[src/rtl/adc_scan_sequencer_if.sv]
// Request/result and converter-side signals of the ADC scan sequencer.
interface adc_scan_sequencer_if #(
   parameter int N_CH  = 4,
   parameter int CH_W  = 2,
   parameter int CNT_W = 12
);
   logic [N_CH-1:0]  req;
   logic             ld;
   logic [CNT_W-1:0] count;
   logic             inicio;
   logic [CH_W-1:0]  ch_sel;
   logic             busy;
   logic             res_valid;
   logic [CH_W-1:0]  res_ch;
   logic [CNT_W-1:0] res_data;
   logic             res_err;
   logic [N_CH-1:0]  ack;

   modport slave (
      input  req, ld, count,
      output inicio, ch_sel, busy, res_valid, res_ch, res_data, res_err, ack
   );

   modport master (
      output req, ld, count,
      input  inicio, ch_sel, busy, res_valid, res_ch, res_data, res_err, ack
   );
endinterface

[src/rtl/adc_scan_sequencer.sv]
// Round-robin scheduler sharing one dual-slope converter across N_CH channels:
// select mux, settle, pulse inicio, wait for the ld rising edge (or time out),
// then report the tagged result and ack the requester. All outputs registered.
// The interface instance must be built with the same N_CH/CH_W/CNT_W values.
module adc_scan_sequencer #(
   parameter int N_CH       = 4,
   parameter int CH_W       = 2,
   parameter int CNT_W      = 12,
   parameter int SETTLE_CYC = 4,
   parameter int TIMEOUT    = 8192
) (
   input logic                 ck,
   input logic                 rst,
   adc_scan_sequencer_if.slave bus
);

   localparam int SW = (SETTLE_CYC > 1) ? $clog2(SETTLE_CYC) : 1;
   localparam int WW = $clog2(TIMEOUT);

   typedef enum logic [2:0] {
      S_IDLE,
      S_SETTLE,
      S_START,
      S_WAIT,
      S_DONE
   } state_e;

   state_e           state_q, state_d;
   logic [CH_W-1:0]  ch_sel_q, ch_sel_d;
   logic [CH_W-1:0]  rr_q, rr_d;
   logic [SW-1:0]    scnt_q, scnt_d;
   logic [WW-1:0]    wcnt_q, wcnt_d;
   logic             ld_q;
   logic             inicio_q, inicio_d;
   logic             busy_q, busy_d;
   logic             res_valid_q, res_valid_d;
   logic [CH_W-1:0]  res_ch_q, res_ch_d;
   logic [CNT_W-1:0] res_data_q, res_data_d;
   logic             res_err_q, res_err_d;
   logic [N_CH-1:0]  ack_q, ack_d;

   logic [CH_W-1:0]  grant;
   logic [CH_W-1:0]  idx;
   logic             found;
   logic             ld_rise;

   assign ld_rise = bus.ld & ~ld_q;

   // Round-robin arbiter: first requesting channel at or above rr_q, wrapping.
   always_comb begin
      grant = rr_q;
      idx   = '0;
      found = 1'b0;
      for (int unsigned i = 0; i < N_CH; i++) begin
         idx = rr_q + CH_W'(i);
         if (!found && bus.req[idx]) begin
            found = 1'b1;
            grant = idx;
         end
      end
   end

   // Next-state and registered-output logic; outputs are computed for the
   // state being entered so they line up with it cycle for cycle.
   always_comb begin
      state_d     = state_q;
      ch_sel_d    = ch_sel_q;
      rr_d        = rr_q;
      scnt_d      = scnt_q;
      wcnt_d      = wcnt_q;
      inicio_d    = 1'b0;
      res_valid_d = 1'b0;
      res_ch_d    = res_ch_q;
      res_data_d  = res_data_q;
      res_err_d   = res_err_q;
      ack_d       = '0;
      case (state_q)
         S_IDLE: begin
            if (|bus.req) begin
               ch_sel_d = grant;
               scnt_d   = '0;
               state_d  = S_SETTLE;
            end
         end
         S_SETTLE: begin
            if (scnt_q == SW'(SETTLE_CYC - 1)) begin
               inicio_d = 1'b1;
               state_d  = S_START;
            end else begin
               scnt_d = scnt_q + 1'b1;
            end
         end
         S_START: begin
            wcnt_d  = '0;
            state_d = S_WAIT;
         end
         S_WAIT: begin
            // The edge is tested first so it wins over a same-cycle timeout.
            if (ld_rise) begin
               res_data_d = bus.count;
               res_err_d  = 1'b0;
               state_d    = S_DONE;
            end else if (wcnt_q == WW'(TIMEOUT - 1)) begin
               res_data_d = '0;
               res_err_d  = 1'b1;
               state_d    = S_DONE;
            end else begin
               wcnt_d = wcnt_q + 1'b1;
            end
            if (state_d == S_DONE) begin
               res_valid_d = 1'b1;
               res_ch_d    = ch_sel_q;
               ack_d       = N_CH'(1) << ch_sel_q;
            end
         end
         S_DONE: begin
            rr_d    = ch_sel_q + 1'b1;
            state_d = S_IDLE;
         end
         default: state_d = S_IDLE;
      endcase
      busy_d = (state_d != S_IDLE);
   end

   // State and output registers with synchronous reset.
   always_ff @(posedge ck) begin
      if (rst) begin
         state_q     <= S_IDLE;
         ch_sel_q    <= '0;
         rr_q        <= '0;
         scnt_q      <= '0;
         wcnt_q      <= '0;
         ld_q        <= 1'b0;
         inicio_q    <= 1'b0;
         busy_q      <= 1'b0;
         res_valid_q <= 1'b0;
         res_ch_q    <= '0;
         res_data_q  <= '0;
         res_err_q   <= 1'b0;
         ack_q       <= '0;
      end else begin
         state_q     <= state_d;
         ch_sel_q    <= ch_sel_d;
         rr_q        <= rr_d;
         scnt_q      <= scnt_d;
         wcnt_q      <= wcnt_d;
         ld_q        <= bus.ld;
         inicio_q    <= inicio_d;
         busy_q      <= busy_d;
         res_valid_q <= res_valid_d;
         res_ch_q    <= res_ch_d;
         res_data_q  <= res_data_d;
         res_err_q   <= res_err_d;
         ack_q       <= ack_d;
      end
   end

   assign bus.inicio    = inicio_q;
   assign bus.ch_sel    = ch_sel_q;
   assign bus.busy      = busy_q;
   assign bus.res_valid = res_valid_q;
   assign bus.res_ch    = res_ch_q;
   assign bus.res_data  = res_data_q;
   assign bus.res_err   = res_err_q;
   assign bus.ack       = ack_q;

endmodule

[src/flat_wrapper.sv]
// flat-port wrapper written by rule: the top's interface ports become plain ports
module adc_scan_sequencer_flat 
#(
   parameter int N_CH       = 4,
   parameter int CH_W       = 2,
   parameter int CNT_W      = 12,
   parameter int SETTLE_CYC = 4,
   parameter int TIMEOUT    = 8192
)
  (ck, rst, bus_req, bus_ld, bus_count, bus_inicio, bus_ch_sel, bus_busy, bus_res_valid, bus_res_ch, bus_res_data, bus_res_err, bus_ack);
  adc_scan_sequencer_if #(.N_CH(N_CH), .CH_W(CH_W), .CNT_W(CNT_W)) bus_i ();
  input logic ck;
  input logic rst;
  input wire logic [$bits(bus_i.req)-1:0] bus_req;
  input wire logic [$bits(bus_i.ld)-1:0] bus_ld;
  input wire logic [$bits(bus_i.count)-1:0] bus_count;
  output wire logic [$bits(bus_i.inicio)-1:0] bus_inicio;
  output wire logic [$bits(bus_i.ch_sel)-1:0] bus_ch_sel;
  output wire logic [$bits(bus_i.busy)-1:0] bus_busy;
  output wire logic [$bits(bus_i.res_valid)-1:0] bus_res_valid;
  output wire logic [$bits(bus_i.res_ch)-1:0] bus_res_ch;
  output wire logic [$bits(bus_i.res_data)-1:0] bus_res_data;
  output wire logic [$bits(bus_i.res_err)-1:0] bus_res_err;
  output wire logic [$bits(bus_i.ack)-1:0] bus_ack;
  assign bus_i.req = bus_req;
  assign bus_i.ld = bus_ld;
  assign bus_i.count = bus_count;
  assign bus_inicio = bus_i.inicio;
  assign bus_ch_sel = bus_i.ch_sel;
  assign bus_busy = bus_i.busy;
  assign bus_res_valid = bus_i.res_valid;
  assign bus_res_ch = bus_i.res_ch;
  assign bus_res_data = bus_i.res_data;
  assign bus_res_err = bus_i.res_err;
  assign bus_ack = bus_i.ack;
  adc_scan_sequencer #(.N_CH(N_CH), .CH_W(CH_W), .CNT_W(CNT_W), .SETTLE_CYC(SETTLE_CYC), .TIMEOUT(TIMEOUT)) u_core (.ck(ck), .rst(rst), .bus(bus_i));
endmodule
[config.mk]
export PLATFORM = sky130hd
export DESIGN_NAME = adc_scan_sequencer_flat
export DESIGN_NICKNAME = d
export VERILOG_FILES = /design/src/rtl/adc_scan_sequencer_if.sv /design/src/rtl/adc_scan_sequencer.sv /design/src/flat_wrapper.sv
export SDC_FILE = /design/constraint.sdc
export NUM_CORES = 1
export LEC_CHECK = 0
export ABC_CLOCK_PERIOD_IN_PS = 2290
export BUFFER_PORTS_ARGS = -buffer_cell sky130_fd_sc_hd__buf_2
export CORE_UTILIZATION = 45
export DETAILED_ROUTE_END_ITERATION = 12
export HOLD_SLACK_MARGIN = 0.02
export PLACE_DENSITY = 0.68
export SLEW_MARGIN = 10
export SYNTH_ARGS = -nofsm -noshare
export SYNTH_HDL_FRONTEND = slang
export SYNTH_SLANG_ARGS = --single-unit
[constraint.sdc]
create_clock -name ck -period 2.29 [get_ports ck]
set_clock_uncertainty 0.15 [all_clocks]
set_input_delay 0.229 -clock ck [delete_from_list [all_inputs] [get_ports ck]]
set_output_delay 0.229 -clock ck [all_outputs]
set_load 0.05 [all_outputs]
# After elaboration in Yosys (flattened, before gate mapping)
# Cells that the tools add are included.
word_totals:
  register_bits: 45
  out_inout_bits: 24
  wordCells: 92
classes:
  addsub: 6
  magnitude_cmp: 4
  eq_ne: 11
  n_shift: 1
  muxes: 32
  n_bitwise: 5
  reduce_logical: 20
op_table:
  columns: ["cell", "n"]
  rows:
  - ["$mux W13", 2]
  - ["$pmux W13 S2", 1]
  - ["$mux W12", 2]
  - ["$mux W3", 5]
  - ["$add A13 B1 Y13 const B", 1]
  - ["$eq A13 B13 Y1 const B", 1]
  - ["$lt A2 B3 Y1 const B", 4]
  - ["$pmux W3 S4", 1]
  - ["$mux W1", 11]
  - ["$mux W2", 5]
  - ["$bmux W1 S2", 4]
  - ["$add A2 B1 Y2 const B", 3]
  - ["$eq A3 B2 Y1 const B", 2]
  - ["$eq A3 B3 Y1 const B", 2]
  - ["$ne A2 B2 Y1 const B", 3]
  - ["$reduce_and A2 Y1", 3]
  - ["$reduce_and A3 Y1", 2]
  - ["$reduce_bool A2 Y1", 3]
  - ["$add A2 B2 Y2 const B", 2]
  - ["$not A1 Y1", 4]
  - ["$pmux W2 S2", 1]
  - ["$reduce_or A2 Y1", 2]
  - ["$reduce_or A4 Y1", 1]
  - ["$shl A1 B2 Y4 const A", 1]
  - ["9 further kinds", 13]

# Depth between registers and ports, before layout
# Gate-level depths: netlist (run 1).
depth:
  ltp_word: 12
  mapped_depth: 6

# Least setup slack after synthesis (run 1)
# No wires, ideal clock.
synth_timing:
  path_type: "register -> register"
  from: "reg u_core.wcnt_q[0]"
  to: "reg u_core.res_data_q[0], in the netlist u_core.bus.res_data[0]"
  t_arrival_ps: 1612
  required_time_ps: 2023
  setup_slack_ps: 411
  path_stages_with_launch: 7
  path_buffers: 1
  period_less_slack_ps: 1879
  path_cell_list: "dfxtp_1 ha_1 nand3_1 nor4_4 nor3_2 buf_6 a22o_1"
synth_via:
  elab_chain_len: 3
synth_rtl:
  columns: ["element", "line", "rtl"]
  rows:
  - ["start: declaration", "adc_scan_sequencer.sv:32", "logic [WW-1:0] wcnt_q, wcnt_d;"]
  - ["start signal: assignment", "adc_scan_sequencer.sv:146", "wcnt_q <= wcnt_d;"]
  - ["$eq A13 B13 Y1", "adc_scan_sequencer.sv:103", "end else if (wcnt_q == WW'(TIMEOUT - 1)) begin"]
  - ["$reduce_bool A2 Y1 (no source line)", null, null]
  - ["$reduce_and A2 Y1 (no source line)", null, null]
  - ["end signal: assignment", "adc_scan_sequencer.sv:152", "res_data_q <= res_data_d;"]
  - ["end: declaration", "adc_scan_sequencer.sv:38", "logic [CNT_W-1:0] res_data_q, res_data_d;"]
# No other way between the ends.
# A chain may end at the register's enable or synchronous reset.

# Worst setup path after layout (run 1)
layout_timing:
  from: "reg u_core.wcnt_q[0]"
  to: "reg u_core.res_data_q[1], in the netlist u_core.bus.res_data[1]"
# The elaborated chain is that of the path after synthesis.

==> flow_metrics.tcl, run 1 <==
set metrics [dict create \
    avgRoutedWirePerCell_um 13.1 \
    fmaxAchievable_mhz 478 \
    placed_cells 289 \
    ys_top_cells_by_count "dfxtp_1, a21oi_1, nor2_1, a22o_1, nand2_1" \
    vdd_drop_max_mv 0.343 \
    reg2reg_from "u_core.wcnt_q[0]" \
    grt_overflow_total 0 \
    grt_setup_unrepaired "no" \
    synth_top_area_share 0.464 \
    die-area_sq_mm 0.00458 \
    seqCellArea_sq_um 901 \
    tightest_slew_ns 0.738 \
    cellInternalPower_mw 1.15 \
    cp.arrival_ns 2.13 \
    worstPathMaxFanout 12 \
    nFillCells 351 \
    layout.nets 280 \
    start_util 0.478 \
    start_kind "register" \
    synth_edf_count 0 \
    seq_area_frac_synth 0.464 \
    core_area_sq_mm 0.00406 \
    period_share 0.913 \
    multi_input_area_sq_um 957 \
    yosysWarnings 0 \
    die_h_um 67.7 \
    p_per_area_mw_per_mm2 610 \
    cts.sinks 45 \
    gp_congestion 0.728 \
    post-route-util 0.595 \
    first_global_vias 1521 \
    finalCriticalPeriod_ns 2.09 \
    via_per_inst 5.52 \
    dr.pass1.iters 4 \
    area_growth_pct 24.4 \
    dp_slack_ns 0.218 \
    placed_area_sq_mm 0.00218 \
    fin_area_sq_mm 0.00241 \
    clock_latency_ns 0.29 \
    hold_depth 3 \
    slew_headroom 0.505 \
    yosys.cell_count.top_type "dfxtp_1" \
    combPwrFrac 0.066 \
    yosysUniqueCellTypes 46 \
    power_leakage_nw 1.03 \
    num_antenna_cells 0 \
    ios 43 \
    cpPeakStageDelay_ns 0.49 \
    synth.cell_area_sq_mm 0.00194 \
    grt_max_degree 26 \
    synth_cells 204 \
    drv_slew 0 \
    crit_type "reg2reg" \
    outcome "finished clean" \
    worstHoldPathType "in2reg" \
    rows 23 \
    tritoncts "built" \
    clk_path_buf_depth 2 \
    htreeDepth 2 \
    p_clk_frac 0.394 \
    drtIter0Drc 84 \
    crit_path_top_delay_cell "nor4_4" \
    root_buffer "clkbuf_8" \
    synth-seq-cells 45 \
    drive_gt1_frac 0.236 \
    ys_top_cells_by_area "dfxtp_1, a22o_1, a21oi_1" \
    power_switching_mw 0.320 \
    setup_slack_ns 0.199 \
    switching_share 0.217 \
    yosys.area.top_type "dfxtp_1" \
    numCtsBuffers 5 \
    fin_cells 309 \
    r2r_cells 5 \
    rrSetupSlack_ns 0.20 \
    vias 1706 \
    syn_area_per_cell_sq_um 9.51 \
    r2r_end "u_core.bus.res_data[1]" \
    synth_top_flop_cell "dfxtp_1" \
    grt_first_pass_wirelength_mm 6.79 \
    seqPwrFrac 0.540 \
    die_w_um 67.7 \
    crit_chain "ha_1 -> nand3_1 -> nor4_4 -> nor3_2 -> a22o_1" \
    antenna_found_initial 0 \
    synth_nets 225 \
    post-dp-hpwl_mm 2.76 \
    io_buffers 42 \
    hold_violations 0 \
    crit_required_ns 2.33 \
    max_cap_violations 0 \
    drtAntennaViolNets 0 \
    setup_viol 0 \
    grt_use_total 0.196 \
    critPathCaptureType "register" \
    routed_wl_mm 4.05 \
    hold_end "u_core.bus.ch_sel[0]" \
    min_from "bus_req[3]" \
    clk_pin_slew_ns 0.08 \
    async_flop_share 0 \
    drc 0 \
    finalSetupTns_ns 0 \
]
cell type report:
class                   instances  share of cell area
multi-input cells             142               0.397
flip-flops and latches         45               0.373
repair buffers                 58               0.150
clock buffers                   5              0.0285
well taps                      50              0.0259
clock inverters                 2              0.0145
inverters                       7              0.0109
sequential cells by signal, indices dropped and copies added, names as in the netlist:
signal and flops:
u_core.bus.busy 1, u_core.ld_q 1, u_core.bus.res_valid 1, u_core.bus.inicio 1, u_core.wcnt_q 13, u_core.rr_q 2, u_core.bus.ch_sel 2, u_core.bus.res_data 12
u_core.bus.ack 4, u_core.scnt_q 2, u_core.state_q 3, u_core.bus.res_ch 2, u_core.bus.res_err 1
how the worst max path moves through the flow:
| stage | startpoint | to | slack [ns] | depth (start not counted) |
|---|---|---|---|---|
| after floorplan | u_core.wcnt_q[0] | u_core.bus.res_data[0] | 0.41 | 6 |
| after global placement | u_core.wcnt_q[0] | u_core.bus.res_data[3] | 0.26 | 5 |
| after detailed placement | u_core.wcnt_q[0] | u_core.bus.res_data[6] | 0.22 | 5 |
| after CTS | u_core.wcnt_q[0] | u_core.bus.res_data[6] | 0.20 | 5 |
| after global routing | u_core.wcnt_q[0] | u_core.bus.res_data[0] | 0.03 | 5 |
| final | u_core.wcnt_q[0] | u_core.bus.res_data[1] | 0.20 | 5 |
timing repair:
action / CTS / global route
endpoints found under the setup margin: 0 / 0
hold endpoints to repair: 13 / 0
resized for setup: 0 / 0
setup buffers: 0 / 0
hold buffers: 13 / 0
metal layers:
layer | part of all wire | vias to the layer above | track usage
met5 | 0 | - | 0
met3 | 0.038 | 5 | 0.0591
met4 | 0.0094 | 0 | 0.0479
met2 | 0.51 | 25 | 0.325
met1 | 0.44 | 805 | 0.247
li1 | - | 871 | -
worst max-delay path: cells and delay by family (launching register included):
kind / cells / cell delay (ns)
AO/OA/AOI/OAI: 1 / 0.28
AND/OR/NAND/NOR: 3 / 0.94
adder cells (fa/ha/maj): 1 / 0.24
flip-flops: 1 / 0.37
cells by family after synthesis:
| family | share of synthesized area |
|---|---|
| AND/OR/NAND/NOR | 0.283 |
| AO/OA/AOI/OAI | 0.182 |
| flip-flops | 0.464 |
| buffers and inverters | 0.0426 |
| multiplexers | 0.0103 |
| adder cells (fa/ha/maj) | 0.0129 |
| XOR/XNOR | 0.00451 |
cell usage in the layout, fill, tap and decap left out, drive strengths merged, types with 3 or more instances in the layout:
cell         count
nor2            13
nor2b            4
dfxtp           45
nand2           12
a22o            12
nor3             9
nand2b           3
buf             45
nor4             3
inv              7
or4              5
clkbuf           5
a21oi           15
nor3b            3
nand4            7
or3              6
nand3            5
dlygate4sd3     13
o21ai            7
o211ai           3
o31ai            6
metrics by stage:
stage          power [mW]  hold slack, ns
2_1_floorplan       0.863           0.204
3_3_place_gp        0.893           0.290
3_5_place_dp        0.893           0.293
4_1_cts              1.48           0.185
5_1_grt              1.52           0.213
6_report             1.47           0.184
power by group through the flow:
stage          Combinational, mW  Clock, mW  Sequential (mW)
3_3_place_gp              0.0795          0            0.813
4_1_cts                   0.0971      0.588            0.795
6_report                  0.0976      0.580            0.795
5_1_grt                    0.107      0.621            0.797
2_1_floorplan             0.0396          0            0.823
3_5_place_dp              0.0796          0            0.813
Power figures use the tool's default switching activity.
==> inputs of run 2 (changes only) <==
--- a/config.mk
+++ b/config.mk
@@ -10,7 +10,7 @@
 export CORE_UTILIZATION = 45
 export DETAILED_ROUTE_END_ITERATION = 12
 export HOLD_SLACK_MARGIN = 0.02
-export PLACE_DENSITY = 0.68
+export PLACE_DENSITY_LB_ADDON = 0.25
 export SLEW_MARGIN = 10
 export SYNTH_ARGS = -nofsm -noshare
 export SYNTH_HDL_FRONTEND = slang
==> run 2 against run 1 <==
Compared with the run above: worst hold slack got worse by 0.15 ns; first-iteration DRC count increased by 3.6%; register-to-register slack improved by 0.05 ns; non-clock buffer count decreased by 2; critical path type unchanged; largest cell class unchanged; largest power group unchanged.
==> flow_metrics.tcl, run 2 (synthesis results as in run 1) <==
set metrics [dict create \
    met3_usage 0.0439 \
    cts.sinks 45 \
    power_switching_mw 0.302 \
    largest-register "u_core.wcnt_q" \
    fin_cells 308 \
    worstPathMaxFanout 12 \
    p_per_area_mw_per_mm2 567 \
    drtIter0Drc 87 \
    p_clk_frac 0.339 \
    worstHoldPathType "in2reg" \
    vias 1665 \
    fmaxAchievable_mhz 491 \
    rows 23 \
    start_kind "register" \
    critPathCaptureType "register" \
    crit_type "reg2reg" \
    layout_commonest_cell "dfxtp_1" \
    power_mw 1.35 \
    die_h_um 67.7 \
    power_leakage_nw 1.01 \
    drtAntennaViolNets 0 \
    numCtsBuffers 5 \
    first_global_vias 1476 \
    placed_area_sq_mm 0.00217 \
    ios 43 \
    slew_headroom 0.519 \
    dp_slack_ns 0.273 \
    core_area_sq_mm 0.00406 \
    htreeDepth 2 \
    setup_slack_ns 0.253 \
    grt_use_total 0.186 \
    combPwrFrac 0.068 \
    antenna_found_initial 0 \
    outcome "finished clean" \
    gr-usage-met2 0.297 \
    grt_max_degree 26 \
    layout.nets 278 \
    root_buffer "clkbuf_8" \
    seqCellArea_sq_um 901 \
    switching_share 0.225 \
    grt_overflow_total 0 \
    placed_cells 288 \
    tritoncts "built" \
    routed_wl_mm 4.05 \
    seqPwrFrac 0.593 \
    cp.arrival_ns 2.07 \
    nFillCells 359 \
    io_buffers 42 \
    via_per_inst 5.41 \
    grt_setup_unrepaired "no" \
    drv_slew 0 \
    finalSetupTns_ns 0 \
    clk_path_buf_depth 2 \
    start_util 0.478 \
    area_growth_pct 22.4 \
    clock_latency_ns 0.28 \
    gp_congestion 0.731 \
    hold_violations 0 \
    period_share 0.890 \
    grt_first_pass_wirelength_mm 6.42 \
    dr.pass1.iters 4 \
    post-dp-hpwl_mm 2.80 \
    max_cap_violations 0 \
    mostFrequentLayoutCells "dfxtp_1, buf_2, a21oi_1, nor2_1" \
    drive_gt1_frac 0.233 \
    drc 0 \
    fin_area_sq_mm 0.00237 \
    crit_required_ns 2.32 \
    grt_use_met1 0.236 \
    multi_input_area_sq_um 957 \
    finalCriticalPeriod_ns 2.04 \
    clk_pin_slew_ns 0.08 \
    cellInternalPower_mw 1.04 \
    die_w_um 67.7 \
    largest_reg_flops 13 \
    num_antenna_cells 0 \
    avgRoutedWirePerCell_um 13.1 \
    setup_viol 0 \
    vdd_drop_max_mv 0.331 \
    tightest_slew_ns 0.717 \
    die-area_sq_mm 0.00458 \
    top_usage_layer "met2" \
]
-- run 2: changes by cell type in the layout (fill, tap and decap cells not counted) --
cell / delta
clkbuf_1: +1
bufinv_16: -1
buf_4: -1
dlygate4sd3_1: -1
clkinv_2: +1
-- run 2: what timing repair did --
| action | CTS | global route |
|---|---|---|
| buffers inserted | 0 | 0 |
| hold buffers | 12 | 0 |
| gates resized for setup | 0 | 0 |
| hold endpoints to repair | 12 | 0 |
-- run 2: worst paths after layout --
kind	cells past startpoint	to	slack [ns]	start
setup / recovery	5	u_core.bus.res_data[2]	0.25	u_core.wcnt_q[0]
hold / removal	2	u_core.ld_q	0.03	bus_ld
setup reg to reg	5	u_core.bus.res_data[2]	0.25	u_core.wcnt_q[0]
hold reg to reg	2	u_core.scnt_q[1]	0.32	u_core.scnt_q[1]
-- run 2: routing by layer --
metal	part of all wire	wire, um	vias to the layer above
met4	0.013	51	0
met5	0	0	-
met1	0.48	1940	762
li1	-	-	877
met2	0.48	1950	19
met3	0.026	106	7
-- run 2: critical path, stage by stage, from the launching register on --
cell and delay, ns:
dfxtp_1 0.38, ha_1 0.23, nand3_1 0.22, nor4_4 0.47, nor3_2 0.21, a22o_1 0.28
-- run 2: area by class of cell --
cell class	instances	share of cell area
well taps	50	0.0263
flip-flops and latches	45	0.379
clock inverters	2	0.00421
multi-input cells	142	0.403
clock buffers	6	0.0306
repair buffers	56	0.145
inverters	7	0.0111
-- run 2: stage by stage --
step,hold WS (ns),utilization
floorplan,0.204,-
global placement,0.290,0.535
detailed placement,0.292,0.535
CTS,0.0250,0.585
global route,0.0688,0.585
finish,0.0293,0.585
-- run 2: power groups by stage --
stage	sequential [mW]	clock, mW	combinational, mW
4_1_cts	0.798	0.478	0.0911
6_report	0.798	0.456	0.0915
2_1_floorplan	0.823	0	0.0396
5_1_grt	0.799	0.496	0.100
3_5_place_dp	0.816	0	0.0751
3_3_place_gp	0.816	0	0.0747
